==> config.mk <==
export PLATFORM = sky130hd
export DESIGN_NAME = mips_multicycle_ctrl
export DESIGN_NICKNAME = d
export VERILOG_FILES = /design/src/rtl/mips_ctrl_pkg.sv /design/src/rtl/mips_aludec.sv /design/src/rtl/mips_multicycle_ctrl.sv
export SDC_FILE = /design/constraint.sdc
export NUM_CORES = 1
export LEC_CHECK = 0
export ABC_AREA = 1
export ABC_CLOCK_PERIOD_IN_PS = 1030
export CAP_MARGIN = 0
export CORE_UTILIZATION = 30
export CTS_CLUSTER_SIZE = 8
export DETAILED_ROUTE_END_ITERATION = 6
export PLACE_DENSITY = 0.75
export SLEW_MARGIN = 20
export SYNTH_ARGS = -nofsm -noshare
export SYNTH_HDL_FRONTEND = slang
export SYNTH_SLANG_ARGS = --single-unit
==> constraint.sdc <==
create_clock -name clk -period 1.03 [get_ports clk]
set_input_delay 0.1545 -clock clk [delete_from_list [all_inputs] [get_ports clk]]
set_output_delay 0.1545 -clock clk [all_outputs]
set_load 0.01 [all_outputs]
==> src/rtl/mips_ctrl_pkg.sv <==
// +--------------------------------------------------------------------------+
// | mips_ctrl_pkg: shared types/encodings for the multicycle MIPS controller |
// | Optional: MIPS_CTRL_LOGIC_IMM_EN adds andi/ori states.  Rev 1.0          |
// +--------------------------------------------------------------------------+
`default_nettype none

package mips_ctrl_pkg;

    typedef enum logic [3:0] {
        FETCH   = 4'd0,
        DECODE  = 4'd1,
        MEMADR  = 4'd2,
        MEMRD   = 4'd3,
        MEMWB   = 4'd4,
        MEMWR   = 4'd5,
        RTYPEEX = 4'd6,
        RTYPEWB = 4'd7,
        BEQEX   = 4'd8,
        ADDIEX  = 4'd9,
        ADDIWB  = 4'd10,
        JEX     = 4'd11
`ifdef MIPS_CTRL_LOGIC_IMM_EN
        , ANDIEX = 4'd12
        , ORIEX  = 4'd13
`endif
    } statetype;

    typedef enum logic [2:0] {
        ALUOP_ADD   = 3'd0,
        ALUOP_SUB   = 3'd1,
        ALUOP_FUNCT = 3'd2,
        ALUOP_AND   = 3'd3,
        ALUOP_OR    = 3'd4
    } aluop_t;

    localparam logic [5:0] c_op_lw    = 6'b100011;
    localparam logic [5:0] c_op_sw    = 6'b101011;
    localparam logic [5:0] c_op_rtype = 6'b000000;
    localparam logic [5:0] c_op_beq   = 6'b000100;
    localparam logic [5:0] c_op_addi  = 6'b001000;
    localparam logic [5:0] c_op_j     = 6'b000010;
    localparam logic [5:0] c_op_andi  = 6'b001100;
    localparam logic [5:0] c_op_ori   = 6'b001101;

    localparam logic [5:0] c_fn_add = 6'b100000;
    localparam logic [5:0] c_fn_sub = 6'b100010;
    localparam logic [5:0] c_fn_and = 6'b100100;
    localparam logic [5:0] c_fn_or  = 6'b100101;
    localparam logic [5:0] c_fn_slt = 6'b101010;

    localparam logic [2:0] c_alu_and = 3'b000;
    localparam logic [2:0] c_alu_or  = 3'b001;
    localparam logic [2:0] c_alu_add = 3'b010;
    localparam logic [2:0] c_alu_sub = 3'b110;
    localparam logic [2:0] c_alu_slt = 3'b111;

    localparam logic [1:0] c_srcb_reg   = 2'b00;
    localparam logic [1:0] c_srcb_four  = 2'b01;
    localparam logic [1:0] c_srcb_imm   = 2'b10;
    localparam logic [1:0] c_srcb_immsh = 2'b11;

    localparam logic [1:0] c_pc_alu    = 2'b00;
    localparam logic [1:0] c_pc_aluout = 2'b01;
    localparam logic [1:0] c_pc_jump   = 2'b10;

endpackage

`default_nettype wire

==> src/rtl/mips_aludec.sv <==
// +--------------------------------------------------------------------------+
// | mips_aludec: combinational ALU decoder (aluop, funct -> alucontrol)      |
// | Rev 1.0                                                                  |
// +--------------------------------------------------------------------------+
`default_nettype none

module mips_aludec
    import mips_ctrl_pkg::*;
#(
    parameter int FN_W = 6
) (
    input  aluop_t          aluop,
    input  logic [FN_W-1:0] funct,
    output logic [2:0]      alucontrol
);

    always_comb begin
        alucontrol = c_alu_add;
        case (aluop)
            ALUOP_SUB: alucontrol = c_alu_sub;
            ALUOP_AND: alucontrol = c_alu_and;
            ALUOP_OR:  alucontrol = c_alu_or;
            ALUOP_FUNCT: begin
                // Unrecognised funct codes quietly fall back to add.
                case (funct)
                    c_fn_add: alucontrol = c_alu_add;
                    c_fn_sub: alucontrol = c_alu_sub;
                    c_fn_and: alucontrol = c_alu_and;
                    c_fn_or:  alucontrol = c_alu_or;
                    c_fn_slt: alucontrol = c_alu_slt;
                    default:  alucontrol = c_alu_add;
                endcase
            end
            default: alucontrol = c_alu_add;
        endcase
    end

endmodule

`default_nettype wire

==> src/rtl/mips_multicycle_ctrl.sv <==
// +--------------------------------------------------------------------------+
// | mips_multicycle_ctrl: Moore FSM main control for the multicycle MIPS     |
// | Optional: MIPS_CTRL_LOGIC_IMM_EN (andi/ori, zeroext port).  Rev 1.0      |
// +--------------------------------------------------------------------------+
`default_nettype none

module mips_multicycle_ctrl
    import mips_ctrl_pkg::*;
#(
    parameter int OP_W = 6,
    parameter int FN_W = 6
) (
    input  logic            clk,
    input  logic            rst,
    input  logic [OP_W-1:0] op,
    input  logic [FN_W-1:0] funct,
    input  logic            zero,
    output logic            iord,
    output logic            irwrite,
    output logic            memwrite,
    output logic            regwrite,
    output logic            regdst,
    output logic            memtoreg,
    output logic            alusrca,
    output logic [1:0]      alusrcb,
    output logic [1:0]      pcsrc,
    output logic [2:0]      alucontrol,
    output logic            pcen,
    output logic            illegal_op,
    output logic [3:0]      state_o
`ifdef MIPS_CTRL_LOGIC_IMM_EN
    , output logic          zeroext
`endif
);

    statetype r_state;
    statetype w_next_state;
    aluop_t   w_aluop;
    logic     w_illegal;
    logic     w_iord, w_irwrite, w_memwrite, w_regwrite, w_regdst, w_memtoreg;
    logic     w_alusrca, w_pcwrite, w_branch, w_zeroext;
    logic [1:0] w_alusrcb, w_pcsrc;

    always_ff @(posedge clk) begin
        if (!rst) r_state <= FETCH;
        else      r_state <= w_next_state;
    end

    always_comb begin
        w_next_state = FETCH;
        w_illegal    = 1'b0;
        case (r_state)
            FETCH: w_next_state = DECODE;
            DECODE: begin
                case (op)
                    c_op_lw, c_op_sw: w_next_state = MEMADR;
                    c_op_rtype:       w_next_state = RTYPEEX;
                    c_op_beq:         w_next_state = BEQEX;
                    c_op_addi:        w_next_state = ADDIEX;
                    c_op_j:           w_next_state = JEX;
`ifdef MIPS_CTRL_LOGIC_IMM_EN
                    c_op_andi:        w_next_state = ANDIEX;
                    c_op_ori:         w_next_state = ORIEX;
`endif
                    default:          w_illegal    = 1'b1;
                endcase
            end
            MEMADR:  w_next_state = (op == c_op_sw) ? MEMWR : MEMRD;
            MEMRD:   w_next_state = MEMWB;
            RTYPEEX: w_next_state = RTYPEWB;
            ADDIEX:  w_next_state = ADDIWB;
`ifdef MIPS_CTRL_LOGIC_IMM_EN
            ANDIEX:  w_next_state = ADDIWB;
            ORIEX:   w_next_state = ADDIWB;
`endif
            default: w_next_state = FETCH;
        endcase
    end

    always_comb begin
        w_iord     = 1'b0;
        w_irwrite  = 1'b0;
        w_memwrite = 1'b0;
        w_regwrite = 1'b0;
        w_regdst   = 1'b0;
        w_memtoreg = 1'b0;
        w_alusrca  = 1'b0;
        w_alusrcb  = c_srcb_reg;
        w_pcsrc    = c_pc_alu;
        w_pcwrite  = 1'b0;
        w_branch   = 1'b0;
        w_zeroext  = 1'b0;
        w_aluop    = ALUOP_ADD;
        case (r_state)
            FETCH: begin
                w_irwrite = 1'b1;
                w_pcwrite = 1'b1;
                w_alusrcb = c_srcb_four;
            end
            DECODE: w_alusrcb = c_srcb_immsh;
            MEMADR, ADDIEX: begin
                w_alusrca = 1'b1;
                w_alusrcb = c_srcb_imm;
            end
            MEMRD: w_iord = 1'b1;
            MEMWB: begin
                w_regwrite = 1'b1;
                w_memtoreg = 1'b1;
            end
            MEMWR: begin
                w_iord     = 1'b1;
                w_memwrite = 1'b1;
            end
            RTYPEEX: begin
                w_alusrca = 1'b1;
                w_aluop   = ALUOP_FUNCT;
            end
            RTYPEWB: begin
                w_regwrite = 1'b1;
                w_regdst   = 1'b1;
            end
            BEQEX: begin
                w_alusrca = 1'b1;
                w_branch  = 1'b1;
                w_pcsrc   = c_pc_aluout;
                w_aluop   = ALUOP_SUB;
            end
            ADDIWB: w_regwrite = 1'b1;
            JEX: begin
                w_pcwrite = 1'b1;
                w_pcsrc   = c_pc_jump;
            end
`ifdef MIPS_CTRL_LOGIC_IMM_EN
            ANDIEX, ORIEX: begin
                w_alusrca = 1'b1;
                w_alusrcb = c_srcb_imm;
                w_zeroext = 1'b1;
                w_aluop   = (r_state == ANDIEX) ? ALUOP_AND : ALUOP_OR;
            end
`endif
            default: ;
        endcase
    end

    mips_aludec #(
        .FN_W (FN_W)
    ) u_aludec (
        .aluop      (w_aluop),
        .funct      (funct),
        .alucontrol (alucontrol)
    );

    // Reset overrides the state decode so an aborted instruction never writes.
    assign iord       = rst & w_iord;
    assign irwrite    = rst & w_irwrite;
    assign memwrite   = rst & w_memwrite;
    assign regwrite   = rst & w_regwrite;
    assign regdst     = rst & w_regdst;
    assign memtoreg   = rst & w_memtoreg;
    assign alusrca    = rst & w_alusrca;
    assign alusrcb    = rst ? w_alusrcb : 2'b00;
    assign pcsrc      = rst ? w_pcsrc : 2'b00;
    assign pcen       = rst & (w_pcwrite | (w_branch & zero));
    assign illegal_op = rst & w_illegal;
    assign state_o    = r_state;

`ifdef MIPS_CTRL_LOGIC_IMM_EN
    assign zeroext = rst & w_zeroext;
`else
    logic w_unused;
    assign w_unused = w_zeroext;
`endif

endmodule

`default_nettype wire

==> impl_metrics.json <==
{
  "status": "complete, but fails checks",
  "violations": "negative setup slack",
  "yosysMostFrequentCell": "nor2_1",
  "area_growth_pct": 181,
  "whs_path_depth": 6,
  "synth_top_family_by_area": "simple AND/OR/NAND/NOR gates",
  "r2r_cells": 8,
  "synth-xor-area-share": 0,
  "grt_max_degree": 6,
  "drtIter0Drc": 52,
  "routedWlPerCell_um": 17.7,
  "drtPass1Iterations": 4,
  "synth.mux.area_fraction": 0,
  "critPathArrivalTime_ns": 1.43,
  "synthesis.nets": 113,
  "hold_viol_final": 0,
  "synth_commonest_cells": "nor2_1 (27), nand2_1 (21), inv_1 (11)",
  "io_buffers": 34,
  "clockRootBuffer": "clkbuf_4",
  "coreArea_um2": 1540,
  "cts_buffer_depth": 2,
  "post-place-ws_ns": -0.854,
  "ant_nets": 0,
  "grt_pass1_vias": 1018,
  "critPathSlowestCell": "dfxtp_4",
  "synthAdderAreaFrac": 0,
  "drive_gt1_frac": 0.709,
  "rsz0062_at_grt": "true",
  "cp_common_cell": "nand2_1",
  "wirelength_mm": 3.39,
  "crit_family": "simple AND/OR/NAND/NOR gates",
  "synth_area_leaders": "nor2_1 (20%), dfxtp_1 (16%), nand2_1 (16%), nand3_1 (10%), inv_1 (8.2%)",
  "finalCritPeriodShare": 1.53,
  "synth-seq-cells": 4,
  "skew_ns": 0.00283,
  "synth_top_area_frac": 0.201,
  "final_core_util": 0.918,
  "cp-end-kind": "output pin",
  "maxCapViolations": 0,
  "setup.worst_path.start": "state_o[3]",
  "slowest_delay_ns": 0.40,
  "clk_pin_slew_ns": 0.04,
  "async_flop_share": 0,
  "cts_hold_buf": 0,
  "ios": 35,
  "worstSetupPathType": "reg2out",
  "p_leak_nw": 0.697,
  "gp_congestion": 0.909,
  "synth_ff_type": "dfxtp_1",
  "worst_pin_slew_ns": 0.297,
  "synthDistinctLibCells": 19,
  "cp.depth": 7,
  "path_buf_inv": 2,
  "hp-start": "op[3]",
  "period_minus_slack_ns": 1.58,
  "maxSlewViolCount": 0,
  "grt_pass1_wl_mm": 4.53,
  "synth_simple_gate_area_share": 0.609,
  "htree_levels": 1,
  "rr_startpoint": "state_o[3]",
  "ys_seq_area_frac": 0.159,
  "worst_slack_ns": -0.550,
  "synth_compound_area_frac": 0.104,
  "fin_tns_setup_ns": -7.17,
  "syn_avg_cell_area_um2": 5.13,
  "synth_edf_count": 0,
  "synthesis.area_um2": 503,
  "grt.total_usage": 0.326,
  "fmax_mhz": 633,
  "relSlewSlack": 0.802,
  "nFillCells": 65,
  "cp_cell_sequence": "inv_6 > nor2_4 > nand2_1 > nand2_1 > nor2_2 > a21oi_2 > buf_2",
  "numClockSinks": 4,
  "start_util": 0.326,
  "grt.overflow.total": 0,
  "numCtsBuffers": 3,
  "netlist_instances": 98,
  "via_per_inst": 5.64,
  "crit_path_start_kind": "register",
  "cp_max_fo": 5,
  "fp.dieW_um": 42.9,
  "detailed_place_hpwl_mm": 1.63,
  "setup-violations-final": 21,
  "num_rows": 14,
  "yosysWarnings": 0,
  "largest_register_ffs": 4,
  "clk_latency_ns": 0.23,
  "vias": 1077,
  "synthDominantAreaCellType": "nor2_1",
  "p_per_area_nw_per_um2": 500,
  "hp-class": "in2reg",
  "cp.required_ns": 0.88,
  "fp.dieH_um": 42.9,
  "cts_tree": "yes",
  "antenna_found_initial": 0,
  "vdd_drop_max_v": 0.000669,
  "drc": 0,
  "die-area_um2": 1840,
  "nets": 192,
  "diodes": 0
}
-- kinds of logic (layout without fill, tap and decap cells) --
kind of cell	after synthesis	count (layout)
AO/OA/AOI/OAI	10	10
buffers and inverters	15	92
flip-flops	4	4
AND/OR/NAND/NOR	69	69
-- final timing paths --
check / slack [ns] / endpoint
min: 0.43 / state_o[1]
max: -0.55 / alusrca
max reg2reg: -0.25 / state_o[1]
min reg2reg: 0.71 / state_o[0]
-- report_power, final --
| part | total, mW | internal (mW) | switching [mW] |
|---|---|---|---|
| clock network | 0.189 | 0.130 | 0.0592 |
| logic | 0.351 | 0.173 | 0.179 |
| registers | 0.167 | 0.154 | 0.0132 |
-- tightest hold or removal path: cells and delay by family --
kind / cells / cell delay [ns]
buffers and inverters: 1 / 0.13
AOI/OAI and AO/OA: 1 / 0.06
and+or+nand+nor: 4 / 0.27
-- area by class of cell --
class	instances	area [um2]	area share
multi-input cells	79	586	0.414
clock buffers	3	22.5	0.0159
well taps	16	20.0	0.0141
flip-flops and latches	4	95.1	0.0672
repair buffers	75	626	0.442
inverters	14	66.3	0.0469
-- layout by cell type, fill, tap and decap left out, drive strengths merged --
cell type | netlist | final
nand3b | 2 | 2
o22ai | 1 | 1
dfxtp | 4 | 4
clkdlybuf4s50 | 0 | 7
nand4 | 2 | 2
buf | 1 | 59
nand3 | 11 | 11
inv | 13 | 13
clkbuf | 0 | 5
nand2 | 22 | 22
nor2 | 29 | 29
dlygate4sd2 | 0 | 4
o21ai | 3 | 3
nor3 | 3 | 3
clkinv | 1 | 1
a21oi | 5 | 5
a31oi | 1 | 1
clkdlybuf4s15 | 0 | 3
-- routing by layer --
layer  global-route usage  part of all wire  up-vias
met3               0.0340             0.071       18
met2                0.585              0.50       76
met1                0.359              0.38      510
met4                0.206             0.056        0
li1                     -                 -      473
met5                    0                 0        -
-- metrics by stage --
stage / instances / hold slack (ns) / area, um2 / power, mW
after detailed placement: 175 / 0.657 / 1140 / 0.436
after global routing: 191 / 0.455 / 1420 / 0.737
after CTS: 188 / 0.489 / 1350 / 0.652
after floorplan: 98 / 0.252 / 581 / 0.271
final: 191 / 0.433 / 1420 / 0.707
after global placement: 175 / 0.647 / 1140 / 0.431
-- timing repair --
action | in CTS | in global routing
setup buffers | 12 | 3
pin swaps | 28 | 6
gates resized for setup | 146 | 20
endpoints found under the setup margin | 24 | 23
Power figures use the tool's default switching activity.
